===== config.mk =====
export PLATFORM = sky130hd
export DESIGN_NAME = mvm_stream_driver_flat
export DESIGN_NICKNAME = d
export VERILOG_FILES = /design/src/rtl/mvm_stream_driver_if.sv /design/src/rtl/mvm_stream_driver.sv /design/src/flat_wrapper.sv
export SDC_FILE = /design/constraint.sdc
export NUM_CORES = 1
export LEC_CHECK = 0
export BUFFER_PORTS_ARGS = -buffer_cell sky130_fd_sc_hd__buf_2
export CAP_MARGIN = 20
export CORE_MARGIN = 2
export CORE_UTILIZATION = 35
export DETAILED_ROUTE_END_ITERATION = 10
export PLACE_DENSITY_LB_ADDON = 0.15
export SLEW_MARGIN = 20
export SYNTH_ARGS = -nofsm -noshare
export SYNTH_HDL_FRONTEND = slang
export SYNTH_SLANG_ARGS = --single-unit

===== constraint.sdc =====
create_clock -name clk -period 5.5 [get_ports clk]
set_input_delay 0.825 -clock clk [delete_from_list [all_inputs] [get_ports clk]]
set_output_delay 0.825 -clock clk [all_outputs]
set_load 0.1 [all_outputs]

===== src/rtl/mvm_stream_driver_if.sv =====
// mvm_stream_driver_if: element stream in, multiplier ena/done port, result stream out.
interface mvm_stream_driver_if #(
   parameter int N     = 3,
   parameter int WIDTH = 8
);
   logic                   in_valid;
   logic                   in_ready;
   logic [WIDTH-1:0]       in_data;
   logic                   mvm_ena;
   logic [N*N*WIDTH-1:0]   mvm_matrix_a;
   logic [N*WIDTH-1:0]     mvm_vector_b;
   logic [N*WIDTH-1:0]     mvm_vector_c;
   logic                   mvm_done;
   logic                   out_valid;
   logic                   out_ready;
   logic [WIDTH-1:0]       out_data;
   logic                   out_last;
   logic                   busy;
   logic                   err;
   modport master (
      output in_valid, in_data, mvm_vector_c, mvm_done, out_ready,
      input  in_ready, mvm_ena, mvm_matrix_a, mvm_vector_b, out_valid, out_data, out_last, busy, err
   );
   modport slave (
      input  in_valid, in_data, mvm_vector_c, mvm_done, out_ready,
      output in_ready, mvm_ena, mvm_matrix_a, mvm_vector_b, out_valid, out_data, out_last, busy, err
   );
endinterface


===== src/rtl/mvm_stream_driver.sv =====
// mvm_stream_driver: loads A then b from a stream, runs the multiplier via ena/done, streams c out.
// MVM_TIMEOUT_EN adds a WAIT watchdog that forces a zero result and raises err.
module mvm_stream_driver #(
   parameter int N     = 3,
   parameter int WIDTH = 8
`ifdef MVM_TIMEOUT_EN
   , parameter int TIMEOUT_CYCLES = 64
`endif
) (
   input logic clk,
   input logic rst,
   mvm_stream_driver_if.slave bus
);
   localparam int NE = N*N + N;
   localparam int CW = $clog2(NE);
   typedef enum logic [1:0] {LOAD, START, WAIT, DRAIN} state_t;
   state_t                 state_q;
   logic [CW-1:0]          cnt_q;
   logic [CW-1:0]          idx_q;
   logic [N*N*WIDTH-1:0]   a_q;
   logic [N*WIDTH-1:0]     b_q;
   logic [N*WIDTH-1:0]     res_q;
   logic [WIDTH-1:0]       od_q;
   logic                   done_q;
   logic                   ena_q;
   logic                   ov_q;
   logic                   last_q;
   logic                   rise;
   logic                   to_hit;
   assign rise = bus.mvm_done & ~done_q;
`ifdef MVM_TIMEOUT_EN
   localparam int TW = $clog2(TIMEOUT_CYCLES + 1);
   logic [TW-1:0] tmr_q;
   logic          err_q;
   assign to_hit  = tmr_q == TW'(TIMEOUT_CYCLES - 1);
   assign bus.err = err_q;
`else
   assign to_hit  = 1'b0;
   assign bus.err = 1'b0;
`endif
   always_ff @(posedge clk or posedge rst) begin
      if (rst) begin
         state_q <= LOAD;
         cnt_q   <= '0;
         idx_q   <= '0;
         a_q     <= '0;
         b_q     <= '0;
         res_q   <= '0;
         od_q    <= '0;
         done_q  <= 1'b0;
         ena_q   <= 1'b0;
         ov_q    <= 1'b0;
         last_q  <= 1'b0;
`ifdef MVM_TIMEOUT_EN
         tmr_q   <= '0;
         err_q   <= 1'b0;
`endif
      end else begin
         done_q <= bus.mvm_done;
         case (state_q)
            LOAD: if (bus.in_valid) begin
               if (cnt_q < CW'(N*N))
                  a_q[(N*N - int'(cnt_q))*WIDTH-1 -: WIDTH] <= bus.in_data;
               else
                  b_q[(NE - int'(cnt_q))*WIDTH-1 -: WIDTH] <= bus.in_data;
`ifdef MVM_TIMEOUT_EN
               err_q <= 1'b0;
`endif
               if (cnt_q == CW'(NE - 1)) begin
                  cnt_q   <= '0;
                  ena_q   <= 1'b1;
                  state_q <= START;
               end else begin
                  cnt_q <= cnt_q + 1'b1;
               end
            end
            START: begin
               ena_q   <= 1'b0;
               state_q <= WAIT;
`ifdef MVM_TIMEOUT_EN
               tmr_q   <= '0;
`endif
            end
            // A real done edge wins over a watchdog expiry in the same cycle
            WAIT: if (rise | to_hit) begin
               res_q   <= rise ? bus.mvm_vector_c << WIDTH : '0;
               od_q    <= rise ? bus.mvm_vector_c[N*WIDTH-1 -: WIDTH] : '0;
               ov_q    <= 1'b1;
               idx_q   <= '0;
               last_q  <= N == 1;
               state_q <= DRAIN;
`ifdef MVM_TIMEOUT_EN
               err_q   <= ~rise;
            end else begin
               tmr_q   <= tmr_q + 1'b1;
`endif
            end
            DRAIN: if (bus.out_ready) begin
               if (last_q) begin
                  ov_q    <= 1'b0;
                  last_q  <= 1'b0;
                  state_q <= LOAD;
               end else begin
                  od_q   <= res_q[N*WIDTH-1 -: WIDTH];
                  res_q  <= res_q << WIDTH;
                  idx_q  <= idx_q + 1'b1;
                  last_q <= idx_q == CW'(N - 2);
               end
            end
            default: state_q <= LOAD;
         endcase
      end
   end
   assign bus.in_ready     = state_q == LOAD;
   assign bus.busy         = state_q != LOAD;
   assign bus.mvm_ena      = ena_q;
   assign bus.mvm_matrix_a = a_q;
   assign bus.mvm_vector_b = b_q;
   assign bus.out_valid    = ov_q;
   assign bus.out_data     = od_q;
   assign bus.out_last     = last_q;
endmodule


===== src/flat_wrapper.sv =====
// flat-port wrapper written by rule: the top's interface ports become plain ports
module mvm_stream_driver_flat 
#(
   parameter int N     = 3,
   parameter int WIDTH = 8

)
  (clk, rst, bus_in_valid, bus_in_data, bus_mvm_vector_c, bus_mvm_done, bus_out_ready, bus_in_ready, bus_mvm_ena, bus_mvm_matrix_a, bus_mvm_vector_b, bus_out_valid, bus_out_data, bus_out_last, bus_busy, bus_err);
  mvm_stream_driver_if #(.N(N), .WIDTH(WIDTH)) bus_i ();
  input logic clk;
  input logic rst;
  input wire logic [$bits(bus_i.in_valid)-1:0] bus_in_valid;
  input wire logic [$bits(bus_i.in_data)-1:0] bus_in_data;
  input wire logic [$bits(bus_i.mvm_vector_c)-1:0] bus_mvm_vector_c;
  input wire logic [$bits(bus_i.mvm_done)-1:0] bus_mvm_done;
  input wire logic [$bits(bus_i.out_ready)-1:0] bus_out_ready;
  output wire logic [$bits(bus_i.in_ready)-1:0] bus_in_ready;
  output wire logic [$bits(bus_i.mvm_ena)-1:0] bus_mvm_ena;
  output wire logic [$bits(bus_i.mvm_matrix_a)-1:0] bus_mvm_matrix_a;
  output wire logic [$bits(bus_i.mvm_vector_b)-1:0] bus_mvm_vector_b;
  output wire logic [$bits(bus_i.out_valid)-1:0] bus_out_valid;
  output wire logic [$bits(bus_i.out_data)-1:0] bus_out_data;
  output wire logic [$bits(bus_i.out_last)-1:0] bus_out_last;
  output wire logic [$bits(bus_i.busy)-1:0] bus_busy;
  output wire logic [$bits(bus_i.err)-1:0] bus_err;
  assign bus_i.in_valid = bus_in_valid;
  assign bus_i.in_data = bus_in_data;
  assign bus_i.mvm_vector_c = bus_mvm_vector_c;
  assign bus_i.mvm_done = bus_mvm_done;
  assign bus_i.out_ready = bus_out_ready;
  assign bus_in_ready = bus_i.in_ready;
  assign bus_mvm_ena = bus_i.mvm_ena;
  assign bus_mvm_matrix_a = bus_i.mvm_matrix_a;
  assign bus_mvm_vector_b = bus_i.mvm_vector_b;
  assign bus_out_valid = bus_i.out_valid;
  assign bus_out_data = bus_i.out_data;
  assign bus_out_last = bus_i.out_last;
  assign bus_busy = bus_i.busy;
  assign bus_err = bus_i.err;
  mvm_stream_driver #(.N(N), .WIDTH(WIDTH)) u_core (.clk(clk), .rst(rst), .bus(bus_i));
endmodule

# Word-level counts from Yosys, hierarchy flattened
# Index checks and enable logic that the tools add are counted.
# word_totals
register_bits,142
word_cells,82
out_inout_bits,110
input_bits,37
# classes
n_lt_le_gt_ge,1
reduce_logical,12
n_bitwise,3
eq_ne,11
mux,32
n_shift,4
n_addsub,8
# ops
operator,count
$shift 8x33->79 const A,1
$shiftx 8x33->79,1
$bwmux 72,1
$mux 24,3
$neg 32->33,2
$sub 32x2->32 const B,2
$pmux 24 s2,1
$shift 8x33->31 const A,1
$shiftx 8x33->31,1
$bwmux 24,1
$mux 8,3
$mux 4,4
$pmux 8 s2,1
$reduce_and 3->1,4
$mux 2,5
$sub 4x4->5 const A,2
$add 4x1->4 const B,2
$mux 1,8
$pmux 2 s4,1
$pmux 4 s2,1
$reduce_and 4->1,2
$ne 2x1->1 const B,3
$ne 2x2->1 const B,3
$pmux 1 s2,3
11 further kinds,15

# Depth between registers and ports, before layout
# Gate-level depths: netlist of the first run.
# depth
depth_word,5
depth_mapped,16
mapped_depth_nobuf,12

# Least setup slack after synthesis of the first run
# OpenSTA, ideal clock, no wires.
# synth_timing
path_kind,register to register
startpoint,register u_core.cnt_q[1]
endpoint,register u_core.a_q[60] (netlist: u_core.bus.mvm_matrix_a[60])
required_time_ns,5.424
t_arrival_ns,3.956
synth_period_minus_slack_ns,4.033
setup_time_ns,0.076
slack_ns,1.467
path_stages_with_launch,15
cell_sequence,dfrtp_1 inv_1 ha_1 ha_1 or3b_2 nand2b_1 ha_1 or4b_4 nor4b_4 or4b_1 buf_2 buf_6 or2_1 buf_6 o21ai_1
# synth_between
elab_chain_len,5
elab_cells_between_ends,8
# synth_lines
item,line,source
from (decl),mvm_stream_driver.sv:18,logic [CW-1:0] cnt_q;
from (signal assigned),mvm_stream_driver.sv:74,cnt_q <= cnt_q + 1'b1;
$sub 4x4->5,mvm_stream_driver.sv:63,a_q[(N*N - int'(cnt_q))*WIDTH-1 -: WIDTH] <= bus.in_data;
$sub 32x2->32,mvm_stream_driver.sv:63,
$neg 32->33,mvm_stream_driver.sv:63,
$shiftx 8x33->79 / $shift 8x33->79 (equally long branches),mvm_stream_driver.sv:63,
$bwmux 72,mvm_stream_driver.sv:63,
"to (signal, indexed assignment)",mvm_stream_driver.sv:63,
to (decl),mvm_stream_driver.sv:20,logic [N*N*WIDTH-1:0] a_q;
# Several ways; a longest one is shown, not always the timed one.
# A chain may end at the register's enable or synchronous reset.

# Worst setup path in the final report of the first run
# layout_timing
startpoint,register u_core.cnt_q[2]
endpoint,register u_core.a_q[39] (netlist: u_core.bus.mvm_matrix_a[39])
# The elaborated chain is that of the path after synthesis.

==> results of run 1 <==
## path summary, 6_finish.rpt
kind                            cells past startpoint                   start                           to  slack [ps]
worst min-delay path                                2  u_core.bus.out_data[0]       u_core.bus.out_data[0]         470
worst min register to register                      2  u_core.bus.out_data[0]       u_core.bus.out_data[0]         470
worst max-delay path                               12         u_core.cnt_q[2]  u_core.bus.mvm_matrix_a[39]         810
worst max register to register                     12         u_core.cnt_q[2]  u_core.bus.mvm_matrix_a[39]         810
min in group asynchronous                           2                     rst       u_core.bus.out_data[6]         520
max in group asynchronous                           3                     rst   u_core.bus.mvm_vector_b[1]        3750
## worst reg2reg max path, stage by stage, from the launching register on
cell and delay [ps]:
dfrtp_1 600, inv_1 160, ha_1 270, ha_1 360, or3b_2 500, nand2b_1 170, ha_1 300, or4b_4 500
nor4b_4 330, or4b_1 460, buf_4 290, or2_0 440, o21ai_1 210
## through the flow
stage            util  std cells  hold WS, ps  area (um2)  setup slack [ps]
6_report       0.4472        973        474.1        7762             805.9
5_1_grt        0.4471        972        507.9        7760             570.7
4_1_cts        0.4466        972        478.3        7751             870.6
3_5_place_dp   0.4093        941        465.0        7104             914.8
3_3_place_gp   0.4093        941        457.2        7104              1059
2_1_floorplan       -        598        449.6        6218              1092
## cells in the mapped netlist (all sizes together), types with 3 or more instances
| cell | number | area [um2] |
|---|---|---|
| clkbuf | 23 | 86.33 |
| nand2b | 6 | 37.54 |
| nor3 | 5 | 25.02 |
| dfrtp | 134 | 3353 |
| mux2i | 32 | 320.3 |
| nor2 | 11 | 41.29 |
| xnor2 | 4 | 35.03 |
| inv | 26 | 97.59 |
| o21ai | 153 | 765.7 |
| nand3 | 8 | 40.04 |
| nand2 | 74 | 277.8 |
| mux2 | 20 | 225.2 |
| and3 | 8 | 50.05 |
| nor2b | 8 | 50.05 |
| ha | 24 | 300.3 |
| or2 | 7 | 43.80 |
| a22o | 8 | 70.07 |
| nand3b | 5 | 37.54 |
| xor2 | 3 | 26.28 |
| buf | 8 | 72.56 |
## per-layer routing
layer / part of all wire / up-vias
li1: - / 2361
met1: 0.45 / 2376
met2: 0.48 / 121
met3: 0.050 / 21
met4: 0.018 / 0
met5: 0 / -
## final cells by class
type | count | area [um2]
fill | 1642 | 9594
sequential | 134 | 3353
multi-input combinational | 407 | 2620
timing repair buffer | 149 | 755.7
clock buffer | 21 | 480.5
tap | 225 | 281.5
clock inverter | 10 | 166.4
inverter | 26 | 102.6
antenna | 1 | 2.502
## sequential cells by signal, indices dropped and copies added, names as in the netlist
name / cells
u_core.bus.mvm_ena: 1
u_core.cnt_q: 4
u_core.bus.out_data: 8
u_core.done_q: 1
u_core.bus.out_last: 1
u_core.bus.out_valid: 1
u_core.bus.mvm_vector_b: 24
u_core.bus.mvm_matrix_a: 72
u_core.state_q: 2
u_core.idx_q: 4
u_core.res_q: 16
## placed cells by master (no fill, tap or decap), types with 3 or more instances in the layout
master | synthesis | routed
xnor2_1 | 4 | 4
nand2_1 | 74 | 74
nor2b_1 | 8 | 8
o21ai_1 | 57 | 57
nor3_1 | 5 | 5
clkbuf_8 | 0 | 4
mux2_2 | 20 | 20
and3_1 | 8 | 8
clkbuf_16 | 0 | 17
bufinv_16 | 0 | 4
xor2_1 | 3 | 3
nand2b_1 | 6 | 6
inv_6 | 0 | 3
buf_2 | 1 | 145
ha_1 | 24 | 23
nand3_1 | 8 | 8
nor2_1 | 11 | 10
nand3b_1 | 5 | 5
buf_4 | 1 | 4
o21ai_0 | 96 | 96
a22o_1 | 8 | 8
mux2i_1 | 32 | 32
dfrtp_1 | 134 | 134
or2_1 | 6 | 6
inv_1 | 26 | 25
## cell families after synthesis
kind of cell    Yosys count  synth area share
compound gates          171            0.1463
simple gates            152            0.1268
flops                   134            0.5392
buf+inv                  57           0.04124
mux                      52           0.08773
fa+ha+maj                24           0.04829
xor+xnor                  7          0.009859
other cells               1         0.0006030
==> reports/summary.log, run 1 <==
INFO  run_status     status=completed
INFO  setup_path     cp_cell_sequence=inv_1, ha_1, ha_1, or3b_2, nand2b_1, ha_1, or4b_4, nor4b_4, or4b_1, buf_4, or2_0, o21ai_1
INFO  cts            clock_tree.buffer_depth=2
INFO  finish         post_route_cells_drive_above_1_share=0.2784
INFO  setup_path     start_kind=flop
INFO  global_routing grt_use_met3=0.04194
INFO  route          drtIter0Drc=198
INFO  route          dr_total_vias=4879
INFO  logic_synthesis yosysWarnings=0
INFO  cts            clock-sinks=134
INFO  route          number_of_iterations_in_the_first_detailed_routing_pass=7
INFO  route          routed_wl=16080um
INFO  global_routing grt_busiest_layer=met2
INFO  logic_synthesis area_of_the_mapped_netlist=6218um2
INFO  cts            postCtsHoldBufs=0
INFO  run            maxCapViolCount=0
INFO  timing         timing_worst_slew_pin_value=947.0ps
INFO  global_routing global_route.usage.met2=0.2924
INFO  floorplanning  die_footprint=18850um2
INFO  cts            clock_tree.htree_level_count=4
INFO  placement      port-buffer-count=145
INFO  setup_path     critPathTopFamily=simple AND/OR/NAND/NOR gates
INFO  cts            numCtsBuffers=17
INFO  route          detail_route.vias_per_cell=5.014
INFO  min_path       min_path_type=reg -> reg
INFO  cts            cts_tree=built
INFO  logic_synthesis syn_nets=659
INFO  logic_synthesis synth-edff-count=0
INFO  setup_path     worst_ep_arrival_time=5020ps
INFO  logic_synthesis post_synthesis_instance_total=598
INFO  setup_path     critical_path_peak_fanout=63
INFO  timing         finalCriticalPeriod=4694ps
INFO  global_routing grt_util_all_layers=0.1758
INFO  global_routing gr-usage-met1=0.2258
INFO  logic_synthesis synth_sequential_area_ratio=0.5392
INFO  route          routed_wire_length_per_instance=16.53um
INFO  cts            insertion_delay=410ps
INFO  setup_path     cpMostUsedCell=ha_1
INFO  cts            clk_pin_slew_worst_paths=60ps
INFO  cts            post_cts.resized_instances=0
INFO  global_routing initial_antenna_violation_count=0
INFO  route          final_antenna_net_count=0
INFO  timing         setup_total_negative_slack=0ps
INFO  placement      post-dp-hpwl=11360um
INFO  setup_path     path_class=reg -> reg
INFO  timing         drv_slew=0
INFO  setup_path     worst_ep_required_time=5820ps
INFO  logic_synthesis avgSynthCellArea=10.40um2
INFO  floorplanning  die_h=137.3um
INFO  logic_synthesis synth-seq-cells=134
INFO  timing         skew=11.35ps
INFO  finish         area.growth.synth_to_final=24.83%
INFO  floorplanning  fp.dieW=137.3um
INFO  timing         setup_viol_count_final=0
INFO  setup_path     crit_path_top_delay_cell=dfrtp_1
INFO  cts            post_cts_setup_buffers=0
INFO  setup_path     timing.critical_path.slowest_cell_delay=600ps
INFO  timing         hold_violations=0
INFO  timing         rsz_0062_raised_after_global_routing=no
INFO  logic_synthesis synth_top_flop_cell=dfrtp_1
INFO  finish         nNetsFinal=796
INFO  global_routing grt_start_max_net_pins=81
INFO  global_routing globalRouteOverflowTotal=0
INFO  route          drc=0
INFO  timing         slew-limit-headroom=0.3663
INFO  setup_path     cp.buffers_inverters=2
INFO  timing         maxClockFrequency=0.2130GHz
INFO  floorplanning  core_area=17360um2
INFO  timing         layout_worst_path_cycle_share=0.8535
INFO  logic_synthesis async_reset_ff_frac=1.000
INFO  global_routing grt_first_pass_wirelength=25660um
INFO  global_routing number_of_global_route_vias_before_repair=4966
INFO  floorplanning  fp-row-count=48
INFO  floorplanning  ioPinCount=147
INFO  placement      gp_routability_congestion=0.8299
INFO  setup_path     timing.critical_path.to_type=flop
INFO  logic_synthesis synthDistinctLibCells=50
INFO  floorplanning  effective_utilization_at_floorplan=0.3583
INFO  cts            cts-root-buf=clkbuf_16
Power of run 1 is not shown: default switching activity piles up to over one toggle a cycle in this logic, so the estimate is an artifact.
==> inputs of run 2 (changes only) <==
PLACE_DENSITY_LB_ADDON = 0.08   (was 0.15)
==> run 2 against run 1 <==
Against the previous run:
- sequential share of layout area is 0.063 points lower
- via count is 0.98% higher
- clock skew is 4.3 ps lower
- first-iteration DRC count is 45% higher
- largest cell class unchanged
- die area stayed put
- non-clock buffer count stayed put
- final cell count stayed put
- critical path depth stayed put
- setup slack worse by 19 ps
- critical endpoint is now u_core.bus.mvm_matrix_a[35]
- maximum frequency is 0.41% lower
- register-to-register slack worse by 20 ps
==> reports/summary.log, run 2 (synthesized netlist as in run 1, its figures left out) <==
INFO  run_status     status=completed
INFO  floorplanning  die_footprint=18850um2 [unchanged]
INFO  global_routing grt_util_all_layers=0.1776 [+0.001802]
INFO  finish         layout_commonest_cell=buf_2
INFO  placement      post-dp-hpwl=11240um [-1.1%]
INFO  placement      post-place-ws=893.4ps [-21.39 ps]
INFO  timing         setup_total_negative_slack=0ps [unchanged]
INFO  timing         skew=7.083ps [-4.264 ps]
INFO  timing         timing_worst_slew_pin_value=1076ps [+128.5 ps]
INFO  route          detail_route.vias_per_cell=5.064 [+0.98%]
INFO  finish         antenna-diode-count=0 [-1]
INFO  timing         rsz_0062_raised_after_global_routing=no
INFO  setup_path     start_kind=flop
INFO  floorplanning  fp-row-count=48 [unchanged]
INFO  timing         finalCriticalPeriod=4714ps [+19.45 ps]
INFO  finish         post_route_cells_drive_above_1_share=0.2767 [-0.001709]
INFO  global_routing globalRouteOverflowTotal=0 [unchanged]
INFO  route          dr_total_vias=4927 [+0.98%]
INFO  cts            clk_pin_slew_worst_paths=60ps [about the same]
INFO  route          final_antenna_net_count=0 [unchanged]
INFO  route          drtIter0Drc=288 [+45%]
INFO  global_routing initial_antenna_violation_count=0 [unchanged]
INFO  placement      cells_after_dpl=941 [unchanged]
INFO  cts            numCtsBuffers=17 [unchanged]
INFO  route          routed_wire_length_per_instance=16.50um [-0.19%]
INFO  route          number_of_iterations_in_the_first_detailed_routing_pass=5 [-2]
INFO  global_routing grt_start_max_net_pins=89 [+9.9%]
INFO  cts            clock-sinks=134 [unchanged]
INFO  setup_path     timing.critical_path.slowest_cell_delay=600ps [about the same]
INFO  finish         layout.cells.most_common_list=buf_2, dfrtp_1, o21ai_0
INFO  finish         fin_area=7774um2 [+0.15%]
INFO  timing         hold_violations=0 [unchanged]
INFO  setup_path     reg2reg_slack=790ps [-20 ps]
INFO  cts            clock_tree.buffer_depth=2 [unchanged]
INFO  setup_path     cpMostUsedCell=ha_1
INFO  setup_path     cp_cell_sequence=inv_1, ha_1, ha_1, or3b_2, nand2b_1, ha_1, or4b_4, nor4b_4, or4b_1, buf_4, or2_0, o21ai_1
INFO  timing         final.setup.worst_slack=786.4ps [-19.45 ps]
INFO  setup_path     critical_path_peak_fanout=63 [unchanged]
INFO  cts            insertion_delay=420ps [about the same]
INFO  min_path       min_path_type=reg -> reg
INFO  cts            cts-root-buf=clkbuf_16
INFO  floorplanning  die_h=137.3um [unchanged]
INFO  placement      gp_routability_congestion=0.8526 [+2.7%]
INFO  setup_path     path_class=reg -> reg
INFO  floorplanning  ioPinCount=147 [unchanged]
INFO  global_routing grt_first_pass_wirelength=25670um [about the same]
INFO  floorplanning  core_area=17360um2 [unchanged]
INFO  finish         area.growth.synth_to_final=25.01%
INFO  floorplanning  fp.dieW=137.3um [unchanged]
INFO  timing         slew-limit-headroom=0.2770 [-0.08929]
INFO  placement      placed_instance_area=7104um2 [unchanged]
INFO  setup_path     timing.critical_path.to_type=flop
INFO  floorplanning  effective_utilization_at_floorplan=0.3583 [unchanged]
INFO  timing         setup_viol_count_final=0 [unchanged]
INFO  cts            post_cts_setup_buffers=0 [unchanged]
INFO  finish         largest_reg_flops=72 [unchanged]
INFO  timing         layout_worst_path_cycle_share=0.8570 [+0.003535]
INFO  cts            cts_tree=built
INFO  run            maxCapViolCount=0 [unchanged]
INFO  cts            post_cts.resized_instances=0 [unchanged]
INFO  finish         finish.cell_count_without_fillers=973 [unchanged]
INFO  timing         maxClockFrequency=0.2122GHz [-0.41%]
INFO  timing         drv_slew=0 [unchanged]
INFO  global_routing number_of_global_route_vias_before_repair=4742 [-4.5%]
INFO  route          routed_wl=16050um [-0.19%]
INFO  route          drc=0 [unchanged]
INFO  setup_path     worst_ep_arrival_time=5040ps [+20 ps]
INFO  finish         nNetsFinal=796 [unchanged]
INFO  setup_path     crit_path_top_delay_cell=dfrtp_1
INFO  cts            clock_tree.htree_level_count=4 [unchanged]
INFO  cts            postCtsHoldBufs=0 [unchanged]
INFO  setup_path     worst_ep_required_time=5830ps [about the same]
INFO  placement      port-buffer-count=145 [unchanged]
==> run 2: final timing paths <==
kind / start / depth (start not counted) / endpoint
hold reg to reg: u_core.bus.out_valid / 1 / u_core.bus.out_valid
max in group asynchronous: rst / 3 / u_core.bus.mvm_vector_b[4]
setup / recovery: u_core.cnt_q[2] / 12 / u_core.bus.mvm_matrix_a[35]
setup reg to reg: u_core.cnt_q[2] / 12 / u_core.bus.mvm_matrix_a[35]
hold / removal: u_core.bus.out_valid / 1 / u_core.bus.out_valid
min in group asynchronous: rst / 2 / u_core.bus.out_data[4]
==> run 2: cell type report <==
cell class,count,area (um2)
Tap cell,225,281.5
Fill cell,1675,9583
Clock buffer,21,470.5
Inverter,26,102.6
Sequential cell,134,3353
Timing Repair Buffer,149,755.7
Clock inverter,11,192.7
Multi-Input combinational cell,407,2618
==> run 2: metrics by stage <==
| stage | util | hold slack, ps |
|---|---|---|
| after floorplan | - | 449.6 |
| after global placement | 0.4093 | 457.4 |
| after detailed placement | 0.4093 | 464.3 |
| after CTS | 0.4475 | 479.5 |
| after global routing | 0.4479 | 494.9 |
| final | 0.4479 | 472.8 |
==> run 2: worst max-delay path: cells and delay by family, from the launching register on <==
kind / cells / cell delay, ps
and+or+nand+nor: 6 / 2380
adders and majority gates: 3 / 950
DFF: 1 / 600
buffers and inverters: 2 / 460
AOI/OAI and AO/OA: 1 / 200
==> run 2: layer usage <==
| layer | up-vias | global-route usage | part of all wire |
|---|---|---|---|
| met5 | - | 0 | 0 |
| met4 | 0 | 0.06529 | 0.017 |
| met3 | 18 | 0.03716 | 0.048 |
| met2 | 132 | 0.2722 | 0.47 |
| met1 | 2413 | 0.2479 | 0.47 |
| li1 | 2364 | - | - |
Power of run 2 is left out for the same reason.
==> inputs of run 3 (changes only) <==
PLACE_DENSITY = 0.61   (was not set)
PLACE_DENSITY_LB_ADDON = not set   (was 0.08)
==> run 3 against run 2 <==
Against the previous run:
- core utilization is 0.49 points lower
- sequential share of layout area is 0.48 points higher
- register-to-register slack worse by 160 ps
- global-route usage is 0.30 points lower
- first-iteration DRC count is 11% lower
- design area is 1.1% lower
- setup slack worse by 160 ps
- worst hold slack better by 3.5 ps
- count of clock-buffer cells in the layout is 1 lower
- maximum frequency is 3.2% lower
- critical path depth stayed put
- highest routed layer unchanged
==> reports/summary.log, run 3 (synthesized netlist as in run 1, its figures left out) <==
INFO  timing         skew=11.25ps [+4.170 ps]
INFO  route          dr_total_vias=4856 [-1.4%]
INFO  setup_path     critical_path_peak_fanout=20 [-68%]
INFO  floorplanning  ioPinCount=147 [unchanged]
INFO  placement      gp_routability_congestion=0.8258 [-3.1%]
INFO  timing         drv_slew=0 [unchanged]
INFO  min_path       min_path_type=reg -> reg
INFO  timing         maxClockFrequency=0.2053GHz [-3.2%]
INFO  setup_path     crit_end=u_core.bus.mvm_matrix_a[34]
INFO  global_routing globalRouteOverflowTotal=0 [unchanged]
INFO  floorplanning  fp.dieW=137.3um [unchanged]
INFO  finish         layout.cells.most_common_list=buf_2, dfrtp_1, o21ai_0
INFO  route          detail_route.vias_per_cell=4.991 [-1.4%]
INFO  timing         rsz_0062_raised_after_global_routing=no
INFO  cts            clk_pin_slew_worst_paths=60ps [about the same]
INFO  global_routing initial_antenna_violation_count=0 [unchanged]
INFO  timing         hold_violations=0 [unchanged]
INFO  cts            cts-root-buf=clkbuf_16
INFO  placement      port-buffer-count=145 [unchanged]
INFO  setup_path     reg2reg_slack=630ps [-160 ps]
INFO  setup_path     worst_ep_required_time=5830ps [about the same]
INFO  run_status     status=completed
INFO  route          number_of_iterations_in_the_first_detailed_routing_pass=5 [unchanged]
INFO  floorplanning  die_h=137.3um [unchanged]
INFO  min_path       timing.hold.worst_path_depth=2 [+1]
INFO  cts            clock_tree.htree_level_count=4 [unchanged]
INFO  floorplanning  die_footprint=18850um2 [unchanged]
INFO  floorplanning  core_area=17360um2 [unchanged]
INFO  global_routing grt_util_all_layers=0.1746 [-0.003048]
INFO  setup_path     cp.buffers_inverters=2 [unchanged]
INFO  timing         finalCriticalPeriod=4872ps [+158.0 ps]
INFO  setup_path     crit_path_top_delay_cell=or4b_1
INFO  setup_path     worstReg2RegStart=u_core.cnt_q[2]
INFO  placement      post-dp-hpwl=11110um [-1.1%]
INFO  finish         post_route_cells_drive_above_1_share=0.2767 [unchanged]
INFO  setup_path     cp_cell_sequence=inv_1, ha_1, ha_1, or3b_2, nand2b_1, ha_1, or4b_4, nor4b_4, or4b_1, buf_4, or2_0, o21ai_1
INFO  finish         filler_cell_count=1665 [-0.60%]
INFO  cts            clock-sinks=134 [unchanged]
INFO  setup_path     worst_path_depth=12 [unchanged]
INFO  setup_path     path_class=reg -> reg
INFO  setup_path     worst-r2r-cell-count=12 [unchanged]
INFO  finish         layout_commonest_cell=buf_2
INFO  global_routing number_of_global_route_vias_before_repair=4668 [-1.6%]
INFO  cts            numCtsBuffers=17 [unchanged]
INFO  timing         setup_total_negative_slack=0ps [unchanged]
INFO  setup_path     start_kind=flop
INFO  setup_path     critical_path.reg2reg.endpoint=u_core.bus.mvm_matrix_a[34]
INFO  route          drc=0 [unchanged]
INFO  finish         nNetsFinal=798 [+0.25%]
INFO  global_routing grt_first_pass_wirelength=25020um [-2.6%]
INFO  cts            cts_tree=built
INFO  finish         antenna-diode-count=0 [unchanged]
INFO  timing         timing_worst_slew_pin_value=994.0ps [-81.48 ps]
INFO  timing         setup_viol_count_final=0 [unchanged]
INFO  setup_path     worst_ep_arrival_time=5200ps [+160 ps]
INFO  cts            insertion_delay=420ps [about the same]
INFO  setup_path     timing.critical_path.slowest_cell_delay=720ps [+120 ps]
INFO  floorplanning  fp-row-count=48 [unchanged]
INFO  timing         slew-limit-headroom=0.3303 [+0.05328]
INFO  run            maxCapViolCount=0 [unchanged]
INFO  global_routing grt_start_max_net_pins=95 [+6.7%]
INFO  finish         largest_reg_flops=72 [unchanged]
INFO  setup_path     cpMostUsedCell=ha_1
INFO  route          routed_wl=15810um [-1.5%]
INFO  finish         area.growth.synth_to_final=23.64%
INFO  setup_path     timing.critical_path.to_type=flop
INFO  cts            post_cts.resized_instances=0 [unchanged]
INFO  cts            post_cts_setup_buffers=0 [unchanged]
INFO  cts            clock_tree.buffer_depth=2 [unchanged]
INFO  route          final_antenna_net_count=0 [unchanged]
INFO  route          routed_wire_length_per_instance=16.24um [-1.5%]
INFO  setup_path     critPathTopFamily=simple AND/OR/NAND/NOR gates
INFO  timing         layout_worst_path_cycle_share=0.8857 [+0.02872]
INFO  setup_path     crit_path_start=u_core.cnt_q[2]
INFO  floorplanning  effective_utilization_at_floorplan=0.3583 [unchanged]
INFO  cts            postCtsHoldBufs=0 [unchanged]
INFO  route          drtIter0Drc=256 [-11%]
run 3: changes by cell type in the layout (fill, tap and decap cells not counted):
cell and delta:
clkinvlp_4 -1, inv_6 -2, clkinv_2 +4, bufinv_16 -3
clkbuf_8 -1, buf_4 +2, clkinv_4 +1
run 3: how the worst min path moves through the flow:
stage | start | endpoint | slack, ps
4_1_cts | u_core.res_q[16] | u_core.res_q[16] | 480
2_1_floorplan | u_core.res_q[16] | u_core.res_q[16] | 450
6_report | u_core.bus.out_data[4] | u_core.bus.out_data[4] | 480
3_3_place_gp | u_core.bus.out_data[2] | u_core.bus.out_data[2] | 460
3_5_place_dp | u_core.bus.out_valid | u_core.bus.out_valid | 470
5_1_grt | u_core.res_q[22] | u_core.res_q[22] | 510
run 3: layer usage:
| layer | up-vias | global-route usage | share of wire |
|---|---|---|---|
| met5 | - | 0 | 0 |
| met4 | 0 | 0.06071 | 0.012 |
| met3 | 10 | 0.03790 | 0.042 |
| met1 | 2361 | 0.2412 | 0.46 |
| met2 | 114 | 0.2714 | 0.48 |
| li1 | 2371 | - | - |
run 3: stage by stage:
step                      instances  hold slack (ps)  area (um2)  setup WS, ps  utilization
final                           973            476.3        7689         628.4       0.4430
after global routing            973            506.8        7689         244.3       0.4430
after CTS                       973            482.2        7682         675.5       0.4426
after detailed placement        943            465.2        7119         705.6       0.4102
after global placement          943            460.5        7119         798.3       0.4102
after floorplan                 598            449.6        6218          1092            -
run 3: layout make-up:
cell class,count,area [um2],share of cell area
flip-flops and latches,134,3353,0.4361
clock inverters,10,106.4,0.01383
inverters,26,102.6,0.01334
multi-input cells,407,2618,0.3404
well taps,225,281.5,0.03662
clock buffers,20,456.7,0.05940
repair buffers,151,770.7,0.1002
run 3: worst register-to-register path, delay by kind of cell (launching register included):
family / cells / cell delay [ps]
compound gates: 1 / 190
fa+ha+maj: 3 / 950
buf+inv: 2 / 460
flops: 1 / 600
simple gates: 6 / 2600
Power of run 3 is left out for the same reason.
